--- src/rtl/dir_pkg.sv ---
// Package: dir_pkg
// Purpose: shared definitions for the directory request sequencer. It holds the coherence
//          opcodes, the per-cache MSI state encodings and the sequencer FSM state type.
// Ports:   none (package only).
package dir_pkg;

    // Coherence opcodes carried on request and queue-allocation interfaces.
    localparam logic [2:0] OpNoop  = 3'd0;
    localparam logic [2:0] OpReply = 3'd2;
    localparam logic [2:0] OpRd    = 3'd3;
    localparam logic [2:0] OpWr    = 3'd4;
    localparam logic [2:0] OpInv   = 3'd5;
    localparam logic [2:0] OpUpd   = 3'd6;
    localparam logic [2:0] OpRwitm = 3'd7;
    // Read-and-invalidate snoop shares its encoding with RWITM.
    localparam logic [2:0] OpRinv  = 3'd7;

    // Per-cache directory state, stored as {M,S}.
    localparam logic [1:0] MsiI = 2'b00;
    localparam logic [1:0] MsiS = 2'b01;
    localparam logic [1:0] MsiM = 2'b10;

    typedef enum logic [1:0] {
        StIdle,
        StIssue,
        StWaitAck,
        StDone
    } seq_state_e;

endpackage

--- src/rtl/dir_fanout_decode.sv ---
// Module: dir_fanout_decode
// Purpose: combinational fan-out decode for one latched coherence request. From the opcode,
//          source, destination and the snapshot of all cache states it produces the queue
//          target masks with their opcodes, the set of snooped caches, the number of acks to
//          collect, and the directory state to write back on completion.
// Ports:
//   op_i, src_i, dest_i, state_i        latched request and state snapshot
//   inst_tgt_o / inst_op_o              per-cache instr-queue targets and opcodes
//   data_tgt_o / data_op_o              per-cache data-queue targets and opcodes
//   mem_inst_tgt_o / mem_inst_op_o      memory instr-queue target and opcode
//   mem_data_tgt_o / mem_data_op_o      memory data-queue target and opcode
//   snoop_tgt_o, ack_cnt_o              caches other than src that must ack, and their count
//   next_state_o                        updated per-cache state
module dir_fanout_decode
    import dir_pkg::*;
#(
    parameter int unsigned N_CACHE   = 2,
    parameter int unsigned ACK_CNT_W = 4,
    parameter int unsigned SRC_W     = $clog2(N_CACHE + 1)
) (
    input  logic [2:0]           op_i,
    input  logic [SRC_W-1:0]     src_i,
    input  logic [SRC_W-1:0]     dest_i,
    input  logic [2*N_CACHE-1:0] state_i,
    output logic [N_CACHE-1:0]   inst_tgt_o,
    output logic [3*N_CACHE-1:0] inst_op_o,
    output logic [N_CACHE-1:0]   data_tgt_o,
    output logic [3*N_CACHE-1:0] data_op_o,
    output logic                 mem_inst_tgt_o,
    output logic [2:0]           mem_inst_op_o,
    output logic                 mem_data_tgt_o,
    output logic [2:0]           mem_data_op_o,
    output logic [N_CACHE-1:0]   snoop_tgt_o,
    output logic [ACK_CNT_W-1:0] ack_cnt_o,
    output logic [2*N_CACHE-1:0] next_state_o
);

    logic [N_CACHE-1:0] src_hot, dest_hot;
    logic [N_CACHE-1:0] valid_all, s_all, m_all;
    logic [N_CACHE-1:0] valid_oth, s_oth, m_oth;
    logic               src_ok, src_is_cache;

    always_comb begin
        src_hot   = '0;
        dest_hot  = '0;
        valid_all = '0;
        s_all     = '0;
        m_all     = '0;
        for (int i = 0; i < N_CACHE; i++) begin
            src_hot[i]   = src_i == SRC_W'(i);
            dest_hot[i]  = dest_i == SRC_W'(i);
            valid_all[i] = state_i[2*i +: 2] != MsiI;
            s_all[i]     = state_i[2*i +: 2] == MsiS;
            m_all[i]     = state_i[2*i +: 2] == MsiM;
        end
    end

    assign valid_oth    = valid_all & ~src_hot;
    assign s_oth        = s_all & ~src_hot;
    assign m_oth        = m_all & ~src_hot;
    // Index N_CACHE is memory; anything above it is an illegal requester.
    assign src_ok       = src_i <= SRC_W'(N_CACHE);
    assign src_is_cache = |src_hot;

    always_comb begin
        inst_tgt_o     = '0;
        inst_op_o      = '0;
        data_tgt_o     = '0;
        data_op_o      = '0;
        mem_inst_tgt_o = 1'b0;
        mem_inst_op_o  = '0;
        mem_data_tgt_o = 1'b0;
        mem_data_op_o  = '0;
        next_state_o   = state_i;
        if (src_ok) begin
            case (op_i)
                OpRd: begin
                    if (|valid_oth) begin
                        inst_tgt_o = valid_oth;
                    end else begin
                        mem_inst_tgt_o = 1'b1;
                        mem_inst_op_o  = OpRd;
                    end
                    for (int i = 0; i < N_CACHE; i++) begin
                        if (valid_oth[i]) inst_op_o[3*i +: 3] = OpRd;
                        if (src_hot[i] || m_oth[i]) next_state_o[2*i +: 2] = MsiS;
                    end
                end
                OpWr: begin
                    if (src_is_cache) begin
                        mem_data_tgt_o = 1'b1;
                        mem_data_op_o  = OpWr;
                    end else begin
                        data_tgt_o = dest_hot;
                        for (int i = 0; i < N_CACHE; i++) begin
                            if (dest_hot[i]) data_op_o[3*i +: 3] = OpWr;
                        end
                    end
                end
                OpInv: begin
                    if (|(src_hot & m_all)) begin
                        mem_data_tgt_o = 1'b1;
                        mem_data_op_o  = OpWr;
                    end
                    for (int i = 0; i < N_CACHE; i++) begin
                        if (src_hot[i]) next_state_o[2*i +: 2] = MsiI;
                    end
                end
                OpReply: begin
                    data_tgt_o = dest_hot;
                    for (int i = 0; i < N_CACHE; i++) begin
                        if (dest_hot[i]) data_op_o[3*i +: 3] = OpWr;
                    end
                end
                OpUpd: begin
                    inst_tgt_o = s_oth | (src_hot & s_all);
                    for (int i = 0; i < N_CACHE; i++) begin
                        if (s_oth[i]) inst_op_o[3*i +: 3] = OpInv;
                        else if (src_hot[i] && s_all[i]) inst_op_o[3*i +: 3] = OpUpd;
                        next_state_o[2*i +: 2] = src_hot[i] ? MsiM : MsiI;
                    end
                end
                OpRwitm: begin
                    if (|valid_oth) begin
                        inst_tgt_o = valid_oth | src_hot;
                    end else begin
                        mem_inst_tgt_o = 1'b1;
                        mem_inst_op_o  = OpRd;
                    end
                    for (int i = 0; i < N_CACHE; i++) begin
                        if (valid_oth[i]) inst_op_o[3*i +: 3] = OpRinv;
                        else if (src_hot[i] && |valid_oth) inst_op_o[3*i +: 3] = OpUpd;
                        next_state_o[2*i +: 2] = src_hot[i] ? MsiM : MsiI;
                    end
                end
                default: begin
                end
            endcase
        end
    end

    // Only snoops to caches other than the requester are acknowledged.
    assign snoop_tgt_o = inst_tgt_o & ~src_hot;

    always_comb begin
        ack_cnt_o = '0;
        for (int i = 0; i < N_CACHE; i++) begin
            ack_cnt_o = ack_cnt_o + ACK_CNT_W'(snoop_tgt_o[i]);
        end
    end

endmodule

--- src/rtl/directory_req_sequencer.sv ---
// Module: directory_req_sequencer
// Purpose: accepts one coherence request at a time, snapshots every cache's MSI state, issues
//          all queue allocations together once no targeted queue is full, collects snoop acks
//          and returns the updated directory state with a one-cycle done pulse.
// Ports:
//   clk_i, rst_ni                          clock, asynchronous active-low reset
//   req_valid_i/req_ready_o                request handshake (ready only when idle)
//   req_op_i, req_src_i, req_dest_i        request fields; cur_state_i = per-cache state {M,S}
//   cq_inst_*/cq_data_*                    per-cache instr/data queue alloc, opcode, full
//   mem_inst_*/mem_data_*                  memory instr/data queue alloc, opcode, full
//   snoop_ack_i                            per-cache snoop completion pulses
//   done_o, next_state_o                   completion pulse and updated state (valid with done)
//   timeout_err_o                          sticky watchdog flag, only with DIR_SEQ_TIMEOUT_EN
// Configuration: define DIR_SEQ_TIMEOUT_EN to add an 8-bit WAIT_ACK watchdog that forces
//          completion with the snapshot state after 255 cycles and sets timeout_err_o.
module directory_req_sequencer
    import dir_pkg::*;
#(
    parameter int unsigned N_CACHE   = 2,
    parameter int unsigned ACK_CNT_W = 4,
    parameter int unsigned SRC_W     = $clog2(N_CACHE + 1)
) (
    input  logic                 clk_i,
    input  logic                 rst_ni,
    input  logic                 req_valid_i,
    output logic                 req_ready_o,
    input  logic [2:0]           req_op_i,
    input  logic [SRC_W-1:0]     req_src_i,
    input  logic [SRC_W-1:0]     req_dest_i,
    input  logic [2*N_CACHE-1:0] cur_state_i,
    output logic [N_CACHE-1:0]   cq_inst_alloc_o,
    output logic [3*N_CACHE-1:0] cq_inst_op_o,
    input  logic [N_CACHE-1:0]   cq_inst_full_i,
    output logic [N_CACHE-1:0]   cq_data_alloc_o,
    output logic [3*N_CACHE-1:0] cq_data_op_o,
    input  logic [N_CACHE-1:0]   cq_data_full_i,
    output logic                 mem_inst_alloc_o,
    output logic [2:0]           mem_inst_op_o,
    input  logic                 mem_inst_full_i,
    output logic                 mem_data_alloc_o,
    output logic [2:0]           mem_data_op_o,
    input  logic                 mem_data_full_i,
    input  logic [N_CACHE-1:0]   snoop_ack_i,
    output logic                 done_o,
    output logic [2*N_CACHE-1:0] next_state_o
`ifdef DIR_SEQ_TIMEOUT_EN
    ,
    output logic                 timeout_err_o
`endif
);

    seq_state_e             fsm_q, fsm_d;
    logic [2:0]             op_q, op_d;
    logic [SRC_W-1:0]       src_q, src_d, dest_q, dest_d;
    logic [2*N_CACHE-1:0]   snap_q, snap_d;
    logic [ACK_CNT_W-1:0]   ack_cnt_q, ack_cnt_d;
    logic [N_CACHE-1:0]     ack_mask_q, ack_mask_d;

    logic [N_CACHE-1:0]     dec_inst_tgt, dec_data_tgt, dec_snoop_tgt;
    logic [3*N_CACHE-1:0]   dec_inst_op, dec_data_op;
    logic                   dec_mem_inst_tgt, dec_mem_data_tgt;
    logic [2:0]             dec_mem_inst_op, dec_mem_data_op;
    logic [ACK_CNT_W-1:0]   dec_ack_cnt, ack_pop;
    logic [2*N_CACHE-1:0]   dec_next_state, done_state;
    logic [N_CACHE-1:0]     ack_hits;
    logic                   blocked, issue_fire;

    dir_fanout_decode #(
        .N_CACHE   (N_CACHE),
        .ACK_CNT_W (ACK_CNT_W),
        .SRC_W     (SRC_W)
    ) u_decode (
        .op_i           (op_q),
        .src_i          (src_q),
        .dest_i         (dest_q),
        .state_i        (snap_q),
        .inst_tgt_o     (dec_inst_tgt),
        .inst_op_o      (dec_inst_op),
        .data_tgt_o     (dec_data_tgt),
        .data_op_o      (dec_data_op),
        .mem_inst_tgt_o (dec_mem_inst_tgt),
        .mem_inst_op_o  (dec_mem_inst_op),
        .mem_data_tgt_o (dec_mem_data_tgt),
        .mem_data_op_o  (dec_mem_data_op),
        .snoop_tgt_o    (dec_snoop_tgt),
        .ack_cnt_o      (dec_ack_cnt),
        .next_state_o   (dec_next_state)
    );

    // Full bits of queues this request does not target never hold up the issue.
    assign blocked = |(dec_inst_tgt & cq_inst_full_i) | |(dec_data_tgt & cq_data_full_i) |
                     (dec_mem_inst_tgt & mem_inst_full_i) | (dec_mem_data_tgt & mem_data_full_i);
    assign issue_fire = (fsm_q == StIssue) && !blocked;

    assign cq_inst_alloc_o  = issue_fire ? dec_inst_tgt : '0;
    assign cq_inst_op_o     = issue_fire ? dec_inst_op : '0;
    assign cq_data_alloc_o  = issue_fire ? dec_data_tgt : '0;
    assign cq_data_op_o     = issue_fire ? dec_data_op : '0;
    assign mem_inst_alloc_o = issue_fire & dec_mem_inst_tgt;
    assign mem_inst_op_o    = issue_fire ? dec_mem_inst_op : '0;
    assign mem_data_alloc_o = issue_fire & dec_mem_data_tgt;
    assign mem_data_op_o    = issue_fire ? dec_mem_data_op : '0;

    assign req_ready_o  = fsm_q == StIdle;
    assign done_o       = fsm_q == StDone;
    assign next_state_o = done_o ? done_state : '0;

    // Clearing mask bits as they arrive makes duplicate acks harmless.
    assign ack_hits = snoop_ack_i & ack_mask_q;

    always_comb begin
        ack_pop = '0;
        for (int i = 0; i < N_CACHE; i++) begin
            ack_pop = ack_pop + ACK_CNT_W'(ack_hits[i]);
        end
    end

`ifdef DIR_SEQ_TIMEOUT_EN
    logic [7:0] wdog_q, wdog_d;
    logic       to_hit_q, to_hit_d;
    logic       timeout_err_q, timeout_err_d;

    assign timeout_err_o = timeout_err_q;
    assign done_state    = to_hit_q ? snap_q : dec_next_state;
`else
    assign done_state    = dec_next_state;
`endif

    always_comb begin
        fsm_d      = fsm_q;
        op_d       = op_q;
        src_d      = src_q;
        dest_d     = dest_q;
        snap_d     = snap_q;
        ack_cnt_d  = ack_cnt_q;
        ack_mask_d = ack_mask_q;
`ifdef DIR_SEQ_TIMEOUT_EN
        wdog_d        = (fsm_q == StWaitAck) ? wdog_q + 8'd1 : 8'd0;
        to_hit_d      = to_hit_q;
        timeout_err_d = timeout_err_q;
`endif
        unique case (fsm_q)
            StIdle: begin
                if (req_valid_i) begin
                    op_d       = req_op_i;
                    src_d      = req_src_i;
                    dest_d     = req_dest_i;
                    snap_d     = cur_state_i;
                    ack_cnt_d  = '0;
                    ack_mask_d = '0;
                    fsm_d      = StIssue;
`ifdef DIR_SEQ_TIMEOUT_EN
                    to_hit_d   = 1'b0;
`endif
                end
            end
            StIssue: begin
                if (!blocked) begin
                    ack_cnt_d  = dec_ack_cnt;
                    ack_mask_d = dec_snoop_tgt;
                    fsm_d      = (dec_ack_cnt == '0) ? StDone : StWaitAck;
                end
            end
            StWaitAck: begin
                ack_cnt_d  = ack_cnt_q - ack_pop;
                ack_mask_d = ack_mask_q & ~snoop_ack_i;
                if (ack_cnt_q == ack_pop) begin
                    fsm_d = StDone;
                end
`ifdef DIR_SEQ_TIMEOUT_EN
                // wdog_q counts completed WAIT_ACK cycles; this is the 255th.
                else if (wdog_q == 8'd254) begin
                    fsm_d         = StDone;
                    to_hit_d      = 1'b1;
                    timeout_err_d = 1'b1;
                end
`endif
            end
            StDone: begin
                fsm_d = StIdle;
            end
            default: begin
                fsm_d = StIdle;
            end
        endcase
    end

    always_ff @(posedge clk_i or negedge rst_ni) begin
        if (!rst_ni) begin
            fsm_q      <= StIdle;
            op_q       <= '0;
            src_q      <= '0;
            dest_q     <= '0;
            snap_q     <= '0;
            ack_cnt_q  <= '0;
            ack_mask_q <= '0;
`ifdef DIR_SEQ_TIMEOUT_EN
            wdog_q        <= '0;
            to_hit_q      <= 1'b0;
            timeout_err_q <= 1'b0;
`endif
        end else begin
            fsm_q      <= fsm_d;
            op_q       <= op_d;
            src_q      <= src_d;
            dest_q     <= dest_d;
            snap_q     <= snap_d;
            ack_cnt_q  <= ack_cnt_d;
            ack_mask_q <= ack_mask_d;
`ifdef DIR_SEQ_TIMEOUT_EN
            wdog_q        <= wdog_d;
            to_hit_q      <= to_hit_d;
            timeout_err_q <= timeout_err_d;
`endif
        end
    end

endmodule

--- config.mk ---
export PLATFORM = sky130hd
export DESIGN_NAME = directory_req_sequencer
export DESIGN_NICKNAME = d
export VERILOG_FILES = /design/src/rtl/dir_pkg.sv /design/src/rtl/dir_fanout_decode.sv /design/src/rtl/directory_req_sequencer.sv
export SDC_FILE = /design/constraint.sdc
export NUM_CORES = 1
export LEC_CHECK = 0
export CAP_MARGIN = 20
export CORE_MARGIN = 5
export CORE_UTILIZATION = 45
export DETAILED_ROUTE_END_ITERATION = 7
export PLACE_DENSITY = 0.78
export SETUP_SLACK_MARGIN = 0.2
export SLEW_MARGIN = 40
export SYNTH_ARGS = -nofsm -noshare
export SYNTH_HDL_FRONTEND = slang
export SYNTH_SLANG_ARGS = --single-unit
export TNS_END_PERCENT = 30
--- constraint.sdc ---
create_clock -name clk_i -period 2.48 [get_ports clk_i]
set_input_delay 0.372 -clock clk_i [delete_from_list [all_inputs] [get_ports clk_i]]
set_output_delay 0.372 -clock clk_i [all_outputs]
set_load 0.01 [all_outputs]
==> Implementation_results.wiki, run 1 <==
{| class="wikitable"
! Metric !! Value
|-
| Run status || finished with violations
|-
| Violated checks || setup timing
|-
| Number of iterations in the first detailed-routing pass || 5
|-
| Worst EP arrival || 2390 ps
|-
| Most common flop cell mapped by yosys || sky130_fd_sc_hd__dfrtp_1
|-
| CTS sink count || 19
|-
| Overflow after GRT || 0
|-
| DRC violations left || 0
|-
| Syn-to-layout area delta || 59.3%
|-
| Shortest clock period the worst path allows after layout || 2770 ps
|-
| Capturing element type of the critical path || output port
|-
| Path type of the worst min-delay path || input pin to async pin
|-
| Startpoint Class || register
|-
| Portion of the clock cycle consumed by the worst path in the final layout || 1.12
|-
| Setup repair after global routing missed its margin || true
|-
| Switching part of the total power || 0.472
|-
| Critical setup path kind || register to output port
|-
| Total via count in the routed design || around 2300
|-
| Worst hold-check slack || 442 ps
|-
| Reg2Reg Setup Slack || roughly 130 ps
|-
| Distinct cell type count of the synthesized netlist || 62
|-
| Root buf cell || sky130_fd_sc_hd__clkbuf_8
|-
| Net switching power || about 1.9 mW
|-
| Worst-skew pair later-pin latency || 260 ps
|-
| Instance count of the mapped netlist || 228
|-
| Synthesized area divided by synthesized cell count || 8.64 µm²
|-
| Design internal power || 2.12 mW
|-
| Overall power of the completed layout || 4.01 mW
|-
| Sequential share of power || 0.154
|-
| Pin count of the biggest net entering global routing || 20
|-
| Synth Register Bits || 19
|-
| Number of global-route vias before repair || about 2200
|-
| Critical path required time || approximately 2100 ps
|-
| Share of async-settable or async-resettable flops after synthesis || 1.00
|-
| Fin Clk Skew || roughly 11 ps
|-
| Hold Violations, Final || 0
|-
| # rows || 24
|-
| Max clock buf depth || 2
|-
| Count of synthesis-stage warnings from yosys || 0
|-
| DRC marker count from the first detailed-route iteration || 310
|-
| Fraction of synthesized cell area taken by the top area cell type || 0.241
|-
| Starting Density || 0.459
|-
| Setup slack after layout || -285 ps
|-
| Number of enable flip-flop cells after synthesis || 0
|-
| Placed wire-length estimate || 4400 µm
|-
| R2r endpoint || ack_cnt_q[0]
|-
| Power density over the cells || 1280 mW/mm²
|-
| Die height || 76.2 µm
|-
| Total number of H-tree levels || 1
|-
| Global-route usage over all layers || 0.216
|-
| Routed length per placed instance || 18.4 µm
|-
| Number of max-capacitance violations reported || 0
|-
| Antenna Cells || 0
|-
| Maximum fanout encountered on the critical timing path || 5
|-
| Cts bufs inserted || 3
|-
| Ports placed on the boundary || 52
|-
| Worst r2r path cells || 12
|-
| Number of nets in the layout || 361
|-
| Total die area || 0.00580 mm²
|-
| Highest attainable clock frequency || 362 MHz
|-
| RePlAce Congestion || 0.926
|-
| Number of setup violations in the final report || 18
|-
| Share of power burned in the clock network || 0.056
|-
| Standby leakage power || 1.44 nW
|-
| Worst max-slew margin expressed relative to the limit || 0.618
|-
| CTS tree || done
|-
| Sequential fraction of the synthesis area || 0.241
|-
| Transition at the pin with the smallest max-transition slack || 570 ps
|-
| Number of pins exceeding their max-slew limit in the final report || 0
|-
| Post-synthesis instance area || 0.00197 mm²
|-
| Number of buffers inserted by hold repair at cts || 0
|-
| Detailed-route wire length || 6990 µm
|-
| Fraction of final layout cells with drive strength greater than 1 || 0.482
|-
| Logic gate share of total power || 0.791
|-
| Ranking of synthesized cells by area || sky130_fd_sc_hd__dfrtp_1 24%, sky130_fd_sc_hd__mux2_2 6.9%, sky130_fd_sc_hd__ha_1 5.7%, sky130_fd_sc_hd__buf_4 5.0%, sky130_fd_sc_hd__a21oi_1 3.6%
|-
| Quantity of I/O buffers inserted on ports || 44
|-
| Setup TNS || -2590 ps
|-
| Maximum VDD drop || about 700 µV
|-
| Startpoint of the lowest-slack register-to-register path || op_q[1]
|-
| Initial antenna violation count || 0
|-
| Cell type with the highest aggregate area in the netlist || sky130_fd_sc_hd__dfrtp_1
|-
| Die width || between 70 and 80 µm
|-
| First-pass GRT wire length || 10600 µm
|-
| Vias per inst || 5.95
|-
| Core Footprint || 0.00429 mm²
|-
| Antenna-violating nets left || 0
|-
| Clock slew at reported path FFs || 80 ps
|}
[cells by family (layout without fill, tap and decap cells)]
group / after synthesis / in the layout / share of synthesized area
muxes: 15 / 15 / 0.0864
AOI/OAI and AO/OA: 65 / 65 / 0.259
DFF: 19 / 19 / 0.241
buffers and inverters: 44 / 138 / 0.123
other: 1 / 7 / 0.00190
and+or+nand+nor: 74 / 74 / 0.220
adders and majority gates: 10 / 10 / 0.0673
[placed cells by master (no fill, tap or decap), types with 3 or more instances in the layout]
| cell type | instances |
|---|---|
| sky130_fd_sc_hd__buf_6 | 11 |
| sky130_fd_sc_hd__o21ai_0 | 11 |
| sky130_fd_sc_hd__nand2b_1 | 3 |
| sky130_fd_sc_hd__nor3_4 | 3 |
| sky130_fd_sc_hd__nor3b_1 | 3 |
| sky130_fd_sc_hd__nor3_1 | 6 |
| sky130_fd_sc_hd__buf_4 | 64 |
| sky130_fd_sc_hd__nand2_1 | 15 |
| sky130_fd_sc_hd__nor2_1 | 11 |
| sky130_fd_sc_hd__a21oi_1 | 14 |
| sky130_fd_sc_hd__conb_1 | 7 |
| sky130_fd_sc_hd__a211o_1 | 3 |
| sky130_fd_sc_hd__nor3_2 | 4 |
| sky130_fd_sc_hd__dfrtp_1 | 14 |
| sky130_fd_sc_hd__ha_1 | 8 |
| sky130_fd_sc_hd__mux2_2 | 11 |
| sky130_fd_sc_hd__clkbuf_2 | 5 |
| sky130_fd_sc_hd__dfrtp_2 | 5 |
| sky130_fd_sc_hd__buf_2 | 10 |
| sky130_fd_sc_hd__a31oi_1 | 4 |
| sky130_fd_sc_hd__inv_1 | 17 |
| sky130_fd_sc_hd__clkbuf_8 | 3 |
| sky130_fd_sc_hd__clkdlybuf4s50_1 | 22 |
[what timing repair did]
action / in CTS / in global routing
hold endpoints to repair: 0 / 0
pin swaps: 13 / 19
resized for setup: 87 / 47
setup endpoints to repair: 27 / 29
buffers inserted: 11 / 5
[how the worst max path moves through the flow]
stage / startpoint / end / slack, ps / cells past startpoint
global placement: cq_data_full_i[1] / cq_inst_op_o[1] / -490 / 8
finish: src_q[0] / cq_inst_op_o[0] / -290 / 9
detailed placement: cq_data_full_i[0] / cq_inst_op_o[1] / -520 / 8
CTS: op_q[1] / cq_inst_op_o[0] / -290 / 9
floorplan: snap_q[0] / cq_inst_op_o[2] / 70 / 8
global route: op_q[1] / cq_inst_op_o[0] / -380 / 10
[synthesized netlist by cell type, types with 3 or more instances]
master                     count
sky130_fd_sc_hd__a211o_1       3
sky130_fd_sc_hd__and2_1        3
sky130_fd_sc_hd__mux2_2       12
sky130_fd_sc_hd__nand2b_1      5
sky130_fd_sc_hd__a211oi_1      4
sky130_fd_sc_hd__nor2_1       14
sky130_fd_sc_hd__nor3_1       13
sky130_fd_sc_hd__a21oi_1      14
sky130_fd_sc_hd__o21ai_0      12
sky130_fd_sc_hd__buf_4        13
sky130_fd_sc_hd__clkbuf_1      5
sky130_fd_sc_hd__inv_1        18
sky130_fd_sc_hd__nand2_1      16
sky130_fd_sc_hd__dfrtp_1      19
sky130_fd_sc_hd__nor3b_1       4
sky130_fd_sc_hd__buf_6         3
sky130_fd_sc_hd__buf_2         5
sky130_fd_sc_hd__ha_1          9
sky130_fd_sc_hd__nand3_1       3
sky130_fd_sc_hd__a31oi_1       4
[sequential cells by signal (all words and copies together), names as in the netlist]
signal	count
op_q	3
snap_q	4
fsm_q	2
src_q	2
ack_cnt_q	4
ack_mask_q	2
dest_q	2
[power by group through the flow]
| stage | logic [mW] | registers [mW] | clock network, mW |
|---|---|---|---|
| 2_1_floorplan | 1.48 | 0.525 | 0 |
| 3_3_place_gp | 2.36 | 0.596 | 0 |
| 3_5_place_dp | 2.40 | 0.602 | 0 |
| 4_1_cts | 2.79 | 0.584 | 0.225 |
| 5_1_grt | 3.39 | 0.632 | 0.241 |
| 6_report | 3.17 | 0.617 | 0.223 |
[through the flow]
step                      setup slack [ps]  area (µm²)   util  cells
final                                 -285        3140  0.731    380
after global routing                  -376        3140  0.731    380
after CTS                             -291        3010  0.701    375
after detailed placement              -517        2760  0.642    360
after global placement                -494        2760  0.642    360
after floorplan                       71.4        2010      -    234
[critical path, cell delays in order (launching register included)]
cell	delay, ps
sky130_fd_sc_hd__dfrtp_2	450
sky130_fd_sc_hd__buf_4	160
sky130_fd_sc_hd__and2b_4	170
sky130_fd_sc_hd__a32o_2	270
sky130_fd_sc_hd__a31oi_4	160
sky130_fd_sc_hd__nand4_4	120
sky130_fd_sc_hd__or3b_4	430
sky130_fd_sc_hd__buf_6	140
sky130_fd_sc_hd__nor3_2	80
sky130_fd_sc_hd__buf_2	150
[layout make-up]
| cell class | instances | area, µm² |
|---|---|---|
| Sequential cell | 19 | 482 |
| Multi-Input combinational cell | 171 | 1530 |
| Inverter | 18 | 70.1 |
| Tap cell | 52 | 65.1 |
| Fill cell | 289 | 1160 |
| Timing Repair Buffer | 116 | 942 |
| Clock buffer | 4 | 45.0 |
[routing by layer]
layer,share of wire,vias to the layer above,GRT usage
li1,-,1009,-
met1,0.41,1076,0.285
met2,0.46,138,0.349
met3,0.080,37,0.0355
met4,0.049,0,0.0857
met5,0,-,0
Power figures use the tool's default switching activity.
==> inputs of run 2 (changes only) <==
Settings changed: CORE_UTILIZATION 45 to 44, CTS_CLUSTER_DIAMETER set to 80, SYNTH_HIERARCHICAL set to 1.
==> Implementation_results.wiki, run 2 <==
{| class="wikitable"
! Metric !! Value
|-
| Routing layer with the top usage in global route || met2
|-
| Count of synthesis-stage warnings from yosys || 6 (+6)
|-
| DRC marker count from the first detailed-route iteration || 143 (-54%)
|-
| Synthesized area divided by synthesized cell count || 8.14 µm² (-5.7%)
|-
| DRC violations left || 0 (unchanged)
|-
| CTS tree || done
|-
| Fraction of synthesized cell area taken by the top area cell type || 0.260 (+0.0181)
|-
| Synth Register Bits || 19 (unchanged)
|-
| Number of global-route vias before repair || 2111 (-4.7%)
|-
| Worst-skew pair later-pin latency || 260 ps (about the same)
|-
| Vias per inst || 5.75 (-3.4%)
|-
| Cell class contributing the biggest share of worst-path delay || simple AND/OR/NAND/NOR gates
|-
| Hold Violations, Final || 0 (unchanged)
|-
| Path type of the worst min-delay path || input pin to async pin
|-
| M1 GR Usage || 0.293 (+0.00727)
|-
| Number of nets in the layout || 366 (+1.4%)
|-
| Cell type with the highest aggregate area in the netlist || sky130_fd_sc_hd__dfrtp_1
|-
| Maximum fanout encountered on the critical timing path || 4 (-1)
|-
| Die width || 74.5 µm (-2.1%)
|-
| Fraction of final layout cells with drive strength greater than 1 || 0.491 (+0.00931)
|-
| Critical path required time || 2110 ps (about the same)
|-
| Top flop regs || ack_cnt_q: 4 flops, snap_q: 4 flops, op_q: 3 flops
|-
| Starting Density || 0.455 (-0.00397)
|-
| First-pass GRT wire length || 9830 µm (-7.0%)
|-
| Setup slack after layout || -392 ps (-106 ps)
|-
| Pin count of the biggest net entering global routing || 32 (+60%)
|-
| Number of max-capacitance violations reported || 0 (unchanged)
|-
| Worst EP arrival || 2500 ps (+110 ps)
|-
| Ranking of synthesized cells by area || sky130_fd_sc_hd__dfrtp_1 26%, sky130_fd_sc_hd__and3_1 9.9%, sky130_fd_sc_hd__mux2_2 6.8%, sky130_fd_sc_hd__buf_4 5.7%, sky130_fd_sc_hd__ha_1 5.5%
|-
| Antenna Cells || 0 (unchanged)
|-
| Number of pins exceeding their max-slew limit in the final report || 0 (unchanged)
|-
| Filler Cell Count || 236 (-18%)
|-
| RePlAce Congestion || 0.905 (-2.3%)
|-
| Core Footprint || 0.00403 mm² (-6.2%)
|-
| Highest attainable clock frequency || 348 MHz (-3.7%)
|-
| Portion of the clock cycle consumed by the worst path in the final layout || 1.16 (+0.0429)
|-
| Post-synthesis instance area || 0.00183 mm² (-7.0%)
|-
| Max clock buf depth || 2 (unchanged)
|-
| Power density over the cells || 1280 mW/mm² (+0.19%)
|-
| Routed length per placed instance || 17.4 µm (-5.5%)
|-
| Number of setup violations in the final report || 26 (+8)
|-
| Placed wire-length estimate || 4170 µm (-5.2%)
|-
| Global-route usage over all layers || 0.225 (+0.00956)
|-
| Crit. Startpoint || op_q[0]
|-
| Die height || 74.5 µm (-2.1%)
|-
| # rows || 23 (-4.2%)
|-
| Worst hold-check slack || 445 ps (+3.15 ps)
|-
| Instance count of the mapped netlist || 225 (-1.3%)
|-
| Leading cell type in the layout, fill and taps excluded || sky130_fd_sc_hd__buf_4
|-
| Cell breakdown of the critical path || buf_4, buf_4, nand2_1, nor2_1, nand3b_1, o21bai_4, a22oi_2, buf_4, and3_4, buf_6, and3_4, buf_6
|-
| Antenna-violating nets left || 0 (unchanged)
|-
| Critical setup path kind || register to output port
|-
| Distinct cell type count of the synthesized netlist || 51 (-18%)
|-
| Shortest clock period the worst path allows after layout || 2870 ps (+106 ps)
|-
| Sequential fraction of the synthesis area || 0.260 (+0.0181)
|-
| Overflow after GRT || 0 (unchanged)
|-
| Dominant cell by count in the synthesized netlist || sky130_fd_sc_hd__and3_1
|-
| Cts bufs inserted || 3 (unchanged)
|-
| Setup repair after global routing missed its margin || true
|-
| Run status || finished with violations
|-
| Met2 demand-to-capacity share in global routing || 0.384 (+0.0351)
|-
| Total number of H-tree levels || 1 (unchanged)
|-
| Maximum VDD drop || 761 µV (+10%)
|-
| CP max-delay cell || sky130_fd_sc_hd__dfrtp_2
|-
| Fin Clk Skew || 2.52 ps (-8.63 ps)
|-
| Post-placement worst setup slack || -662 ps (-144 ps)
|-
| Total via count in the routed design || 2207 (-2.3%)
|-
| Share of async-settable or async-resettable flops after synthesis || 1.00 (unchanged)
|-
| CTS sink count || 19 (unchanged)
|-
| Initial antenna violation count || 0 (unchanged)
|-
| Detailed-route wire length || 6680 µm (-4.5%)
|-
| Startpoint Class || register
|-
| Post-Layout Inst Area || 0.00315 mm² (+0.44%)
|-
| Most numerous cell types in the synthesized netlist || 29 x sky130_fd_sc_hd__and3_1, 19 x sky130_fd_sc_hd__dfrtp_1, 15 x sky130_fd_sc_hd__nor2_1
|-
| Stage delay of the slowest cell on the critical path || 410 ps (-40 ps)
|-
| Standby leakage power || 1.49 nW (+3.1%)
|-
| Capturing element type of the critical path || output port
|-
| Clock slew at reported path FFs || 70 ps (about the same)
|-
| Startpoint of the lowest-slack register-to-register path || op_q[0]
|-
| Total die area || 0.00555 mm² (-4.2%)
|-
| GRT met3 Usage || 0.0297 (-0.00573)
|-
| Quantity of I/O buffers inserted on ports || 44 (unchanged)
|-
| Number of enable flip-flop cells after synthesis || 0 (unchanged)
|-
| Top library cells by usage in the layout, fill and taps aside || 64 x sky130_fd_sc_hd__buf_4, 27 x sky130_fd_sc_hd__buf_6, 23 x sky130_fd_sc_hd__clkdlybuf4s50_1, 19 x sky130_fd_sc_hd__and3_4, 15 x sky130_fd_sc_hd__dfrtp_1
|-
| Violated checks || setup timing
|-
| Syn-to-layout area delta || 72.1%
|-
| Number of buffer and inverter instances along the worst setup path || 5 (+2)
|-
| Root buf cell || sky130_fd_sc_hd__clkbuf_8
|-
| Ports placed on the boundary || 52 (unchanged)
|-
| Number of iterations in the first detailed-routing pass || 4 (-1)
|-
| Most Frequent Cell on Critical Path || sky130_fd_sc_hd__buf_4
|-
| Most common flop cell mapped by yosys || sky130_fd_sc_hd__dfrtp_1
|-
| Placed instance area || 0.00268 mm² (-3.0%)
|}
[run 2: worst paths after layout]
check | endpoint | slack (ps) | depth (start not counted)
setup / recovery | cq_inst_op_o[4] | -390 | 12
hold / removal | src_q[1] | 450 | 2
setup reg to reg | fsm_q[1] | -310 | 13
hold reg to reg | ack_mask_q[1] | 510 | 1
max in group asynchronous | op_q[1] | 1810 | 2
min in group clk_i | ack_mask_q[1] | 510 | 1
[run 2: report_power, final]
part	switching, mW	internal (mW)
Sequential	0.159	0.451
Clock	0.107	0.114
Combinational	1.53	1.68
Total	1.80	2.24
[run 2: layer usage]
metal / routed length (µm) / vias up
li1: - / 1020
met1: 2800 / 1060
met2: 3240 / 111
met3: 486 / 16
met4: 146 / 0
met5: 0 / -
[run 2: logic make-up (layout without fill, tap and decap cells)]
logic type | after synthesis | after routing | share of synthesized area
multiplexers | 15 | 15 | 0.0922
XOR/XNOR | 1 | 1 | 0.00478
AO/OA/AOI/OAI | 50 | 50 | 0.183
flip-flops | 19 | 19 | 0.260
adder cells (fa/ha/maj) | 10 | 10 | 0.0710
AND/OR/NAND/NOR | 90 | 93 | 0.276
other | 1 | 9 | 0.00205
buffers and inverters | 39 | 137 | 0.111
[run 2: area by class of cell]
class | instances | area [µm²] | share of cell area
clock buffers | 4 | 45.0 | 0.0143
well taps | 50 | 62.6 | 0.0198
flip-flops and latches | 19 | 480 | 0.152
multi-input cells | 178 | 1460 | 0.463
inverters | 13 | 48.8 | 0.0155
repair buffers | 120 | 1050 | 0.335
[run 2: metrics by stage]
step | std cells | utilization | TNS [ps] | total power, mW
4_1_cts | 376 | 0.734 | -5940 | 3.54
2_1_floorplan | 233 | - | 0 | 2.01
6_report | 384 | 0.782 | -6200 | 4.04
3_5_place_dp | 354 | 0.664 | -12600 | 2.90
3_3_place_gp | 354 | 0.664 | -10580 | 2.84
5_1_grt | 384 | 0.782 | -7940 | 4.27
[run 2: what timing repair did]
action,CTS,global route
resized for setup,108,43
pin swaps,16,18
endpoints found under the hold margin,0,0
endpoints found under the setup margin,29,29
hold buffers,0,0
setup buffers,15,8
gates cloned,3,0
==> inputs of run 3 (changes only) <==
Settings changed: CORE_UTILIZATION 44 to 45, PLACE_DENSITY 0.78 to 0.76.
Clock period 2.48 ns to 3.4 ns, I/O delays scaled along.
==> Implementation_results.wiki, run 3 (synthesis gave the netlist of run 2 again) <==
{| class="wikitable"
! Metric !! Value
|-
| Vias per inst || 5.64 (-1.9%)
|-
| Startpoint of the lowest-slack register-to-register path || src_q[0]
|-
| Filler Cell Count || 359 (+52%)
|-
| Setup repair after global routing missed its margin || true
|-
| Top library cells by usage in the layout, fill and taps aside || 39 x sky130_fd_sc_hd__clkdlybuf4s50_1, 28 x sky130_fd_sc_hd__and3_1, 28 x sky130_fd_sc_hd__buf_4, 14 x sky130_fd_sc_hd__nand2_1, 14 x sky130_fd_sc_hd__dfrtp_1
|-
| Global-route usage over all layers || 0.195 (-0.0302)
|-
| # rows || 23 (unchanged)
|-
| Maximum fanout encountered on the critical timing path || 7 (+3)
|-
| Quantity of I/O buffers inserted on ports || 44 (unchanged)
|-
| Number of iterations in the first detailed-routing pass || 4 (unchanged)
|-
| Top flop regs || ack_cnt_q: 4 flops, snap_q: 4 flops, op_q: 3 flops
|-
| Number of buffers inserted by hold repair at cts || 0 (unchanged)
|-
| Total via count in the routed design || 1895 (-14%)
|-
| Syn-to-layout area delta || 40.9%
|-
| Highest attainable clock frequency || 305 MHz
|-
| Die width || 73.8 µm (-0.97%)
|-
| Final instance count without filler cells || 336 (-13%)
|-
| Worst hold-check slack || 185 ps (-260 ps)
|-
| Maximum VDD drop || 453 µV (-41%)
|-
| Cts bufs inserted || 3 (unchanged)
|-
| Critical setup path kind || register to output port
|-
| Portion of the clock cycle consumed by the worst path in the final layout || 0.964
|-
| Power density over the cells || 871 mW/mm² (-32%)
|-
| Number of max-capacitance violations reported || 0 (unchanged)
|-
| First-pass GRT wire length || 8400 µm (-14%)
|-
| Clock slew at reported path FFs || 80 ps (about the same)
|-
| CTS tree || done
|-
| Worst max-slew margin expressed relative to the limit || 0.562
|-
| Fraction of final layout cells with drive strength greater than 1 || 0.238 (-0.253)
|-
| Crit. Startpoint || snap_q[0]
|-
| Die height || 73.8 µm (-0.97%)
|-
| Antenna Cells || 0 (unchanged)
|-
| Worst-skew pair later-pin latency || 260 ps (about the same)
|-
| Root buf cell || sky130_fd_sc_hd__clkbuf_8
|-
| Startpoint Class || register
|-
| CTS sink count || 19 (unchanged)
|-
| Total number of H-tree levels || 1 (unchanged)
|-
| Routed length per placed instance || 16.3 µm (-6.2%)
|-
| Placed instance area || 0.00234 mm² (-13%)
|-
| Leading cell type in the layout, fill and taps excluded || sky130_fd_sc_hd__clkdlybuf4s50_1
|-
| Transition at the pin with the smallest max-transition slack || approximately 660 ps
|-
| Path type of the worst min-delay path || input pin to async pin
|-
| Fin Clk Skew || 10.9 ps (+8.33 ps)
|-
| Max clock buf depth || 2 (unchanged)
|-
| Post-Place Cells || 319 (-9.9%)
|-
| Total die area || 0.00545 mm² (-1.9%)
|-
| Initial antenna violation count || 0 (unchanged)
|-
| Overflow after GRT || 0 (unchanged)
|-
| RePlAce Congestion || 1.01 (+12%)
|-
| Placed wire-length estimate || 3940 µm (-5.5%)
|-
| Ports placed on the boundary || 52 (unchanged)
|-
| Critical path required time || 2890 ps (+780 ps)
|-
| Worst r2r path cells || 10 (-3)
|-
| Detailed-route wire length || 5480 µm (-18%)
|-
| Standby leakage power || 1.25 nW (-16%)
|-
| Pin count of the biggest net entering global routing || 28 (-13%)
|-
| Number of global-route vias before repair || 1783 (-16%)
|-
| Reg2Reg Setup Slack || 790 ps (+1100 ps)
|-
| Number of pins exceeding their max-slew limit in the final report || 0 (unchanged)
|-
| Shortest clock period the worst path allows after layout || 3280 ps
|-
| Hold Violations, Final || 0 (unchanged)
|-
| DRC violations left || 0 (unchanged)
|-
| Capturing element type of the critical path || output port
|-
| Overall power of the completed layout || 2.25 mW (-44%)
|-
| Core Footprint || 0.00397 mm² (-1.4%)
|-
| Starting Density || 0.461 (+0.00659)
|-
| Number of setup violations in the final report || 0 (-100%)
|-
| Antenna-violating nets left || 0 (unchanged)
|-
| Worst EP arrival || 2770 ps (+270 ps)
|-
| Post-Layout Inst Area || 0.00258 mm² (-18%)
|-
| DRC marker count from the first detailed-route iteration || 111 (-22%)
|-
| Run status || finished, final reports clean
|-
| R2r endpoint || ack_cnt_q[1]
|-
| Number of nets in the layout || 318 (-13%)
|}
[run 3: critical path: stages (launching register included)]
cell and delay [ps]:
sky130_fd_sc_hd__dfrtp_1 420, sky130_fd_sc_hd__or2_2 340, sky130_fd_sc_hd__o21ai_4 180, sky130_fd_sc_hd__a2111oi_4 90
sky130_fd_sc_hd__o21bai_1 210, sky130_fd_sc_hd__a22oi_2 290, sky130_fd_sc_hd__and3_4 260, sky130_fd_sc_hd__and3_1 170
sky130_fd_sc_hd__clkdlybuf4s50_1 560
[run 3: how the worst max path moves through the flow]
stage | endpoint | slack (ps) | depth (start not counted)
2_1_floorplan | cq_data_op_o[2] | 590 | 10
3_3_place_gp | cq_inst_alloc_o[0] | -2 | 8
3_5_place_dp | cq_inst_op_o[3] | -70 | 8
4_1_cts | cq_data_alloc_o[1] | 170 | 7
5_1_grt | cq_data_alloc_o[1] | -8 | 8
6_report | cq_data_alloc_o[1] | 120 | 8
[run 3: power breakdown]
| group | switching [mW] | internal [mW] |
|---|---|---|
| logic | 0.817 | 0.794 |
| registers | 0.149 | 0.331 |
| clock network | 0.0746 | 0.0832 |
| total | 1.04 | 1.21 |
[run 3: what timing repair did]
action,in CTS,in global routing
gates cloned,2,0
buffers inserted,2,9
endpoints found under the hold margin,0,0
setup endpoints to repair,17,17
pin swaps,1,2
gates resized for setup,13,14
[run 3: through the flow]
| stage | setup WS, ps | TNS [ps] | utilization |
|---|---|---|---|
| after CTS | 171 | 0 | 0.616 |
| after detailed placement | -72.8 | -896 | 0.589 |
| after global routing | -8.13 | -8.13 | 0.650 |
| after global placement | -2.13 | -2.13 | 0.590 |
| final | 121 | 0 | 0.650 |
| after floorplan | 590 | 0 | - |
[run 3: area by class of cell]
class | instances | area (µm²) | share of cell area
multi-input cells | 177 | 1270 | 0.491
well taps | 50 | 62.6 | 0.0242
clock buffers | 4 | 45.0 | 0.0175
flip-flops and latches | 19 | 482 | 0.187
repair buffers | 73 | 676 | 0.262
inverters | 13 | 48.8 | 0.0189
[run 3: routing by layer]
metal | track usage | share of wire | vias up
met5 | 0 | 0 | -
met4 | 0.0604 | 0.027 | 0
met3 | 0.0274 | 0.085 | 14
met2 | 0.322 | 0.47 | 81
met1 | 0.262 | 0.42 | 881
li1 | - | - | 919
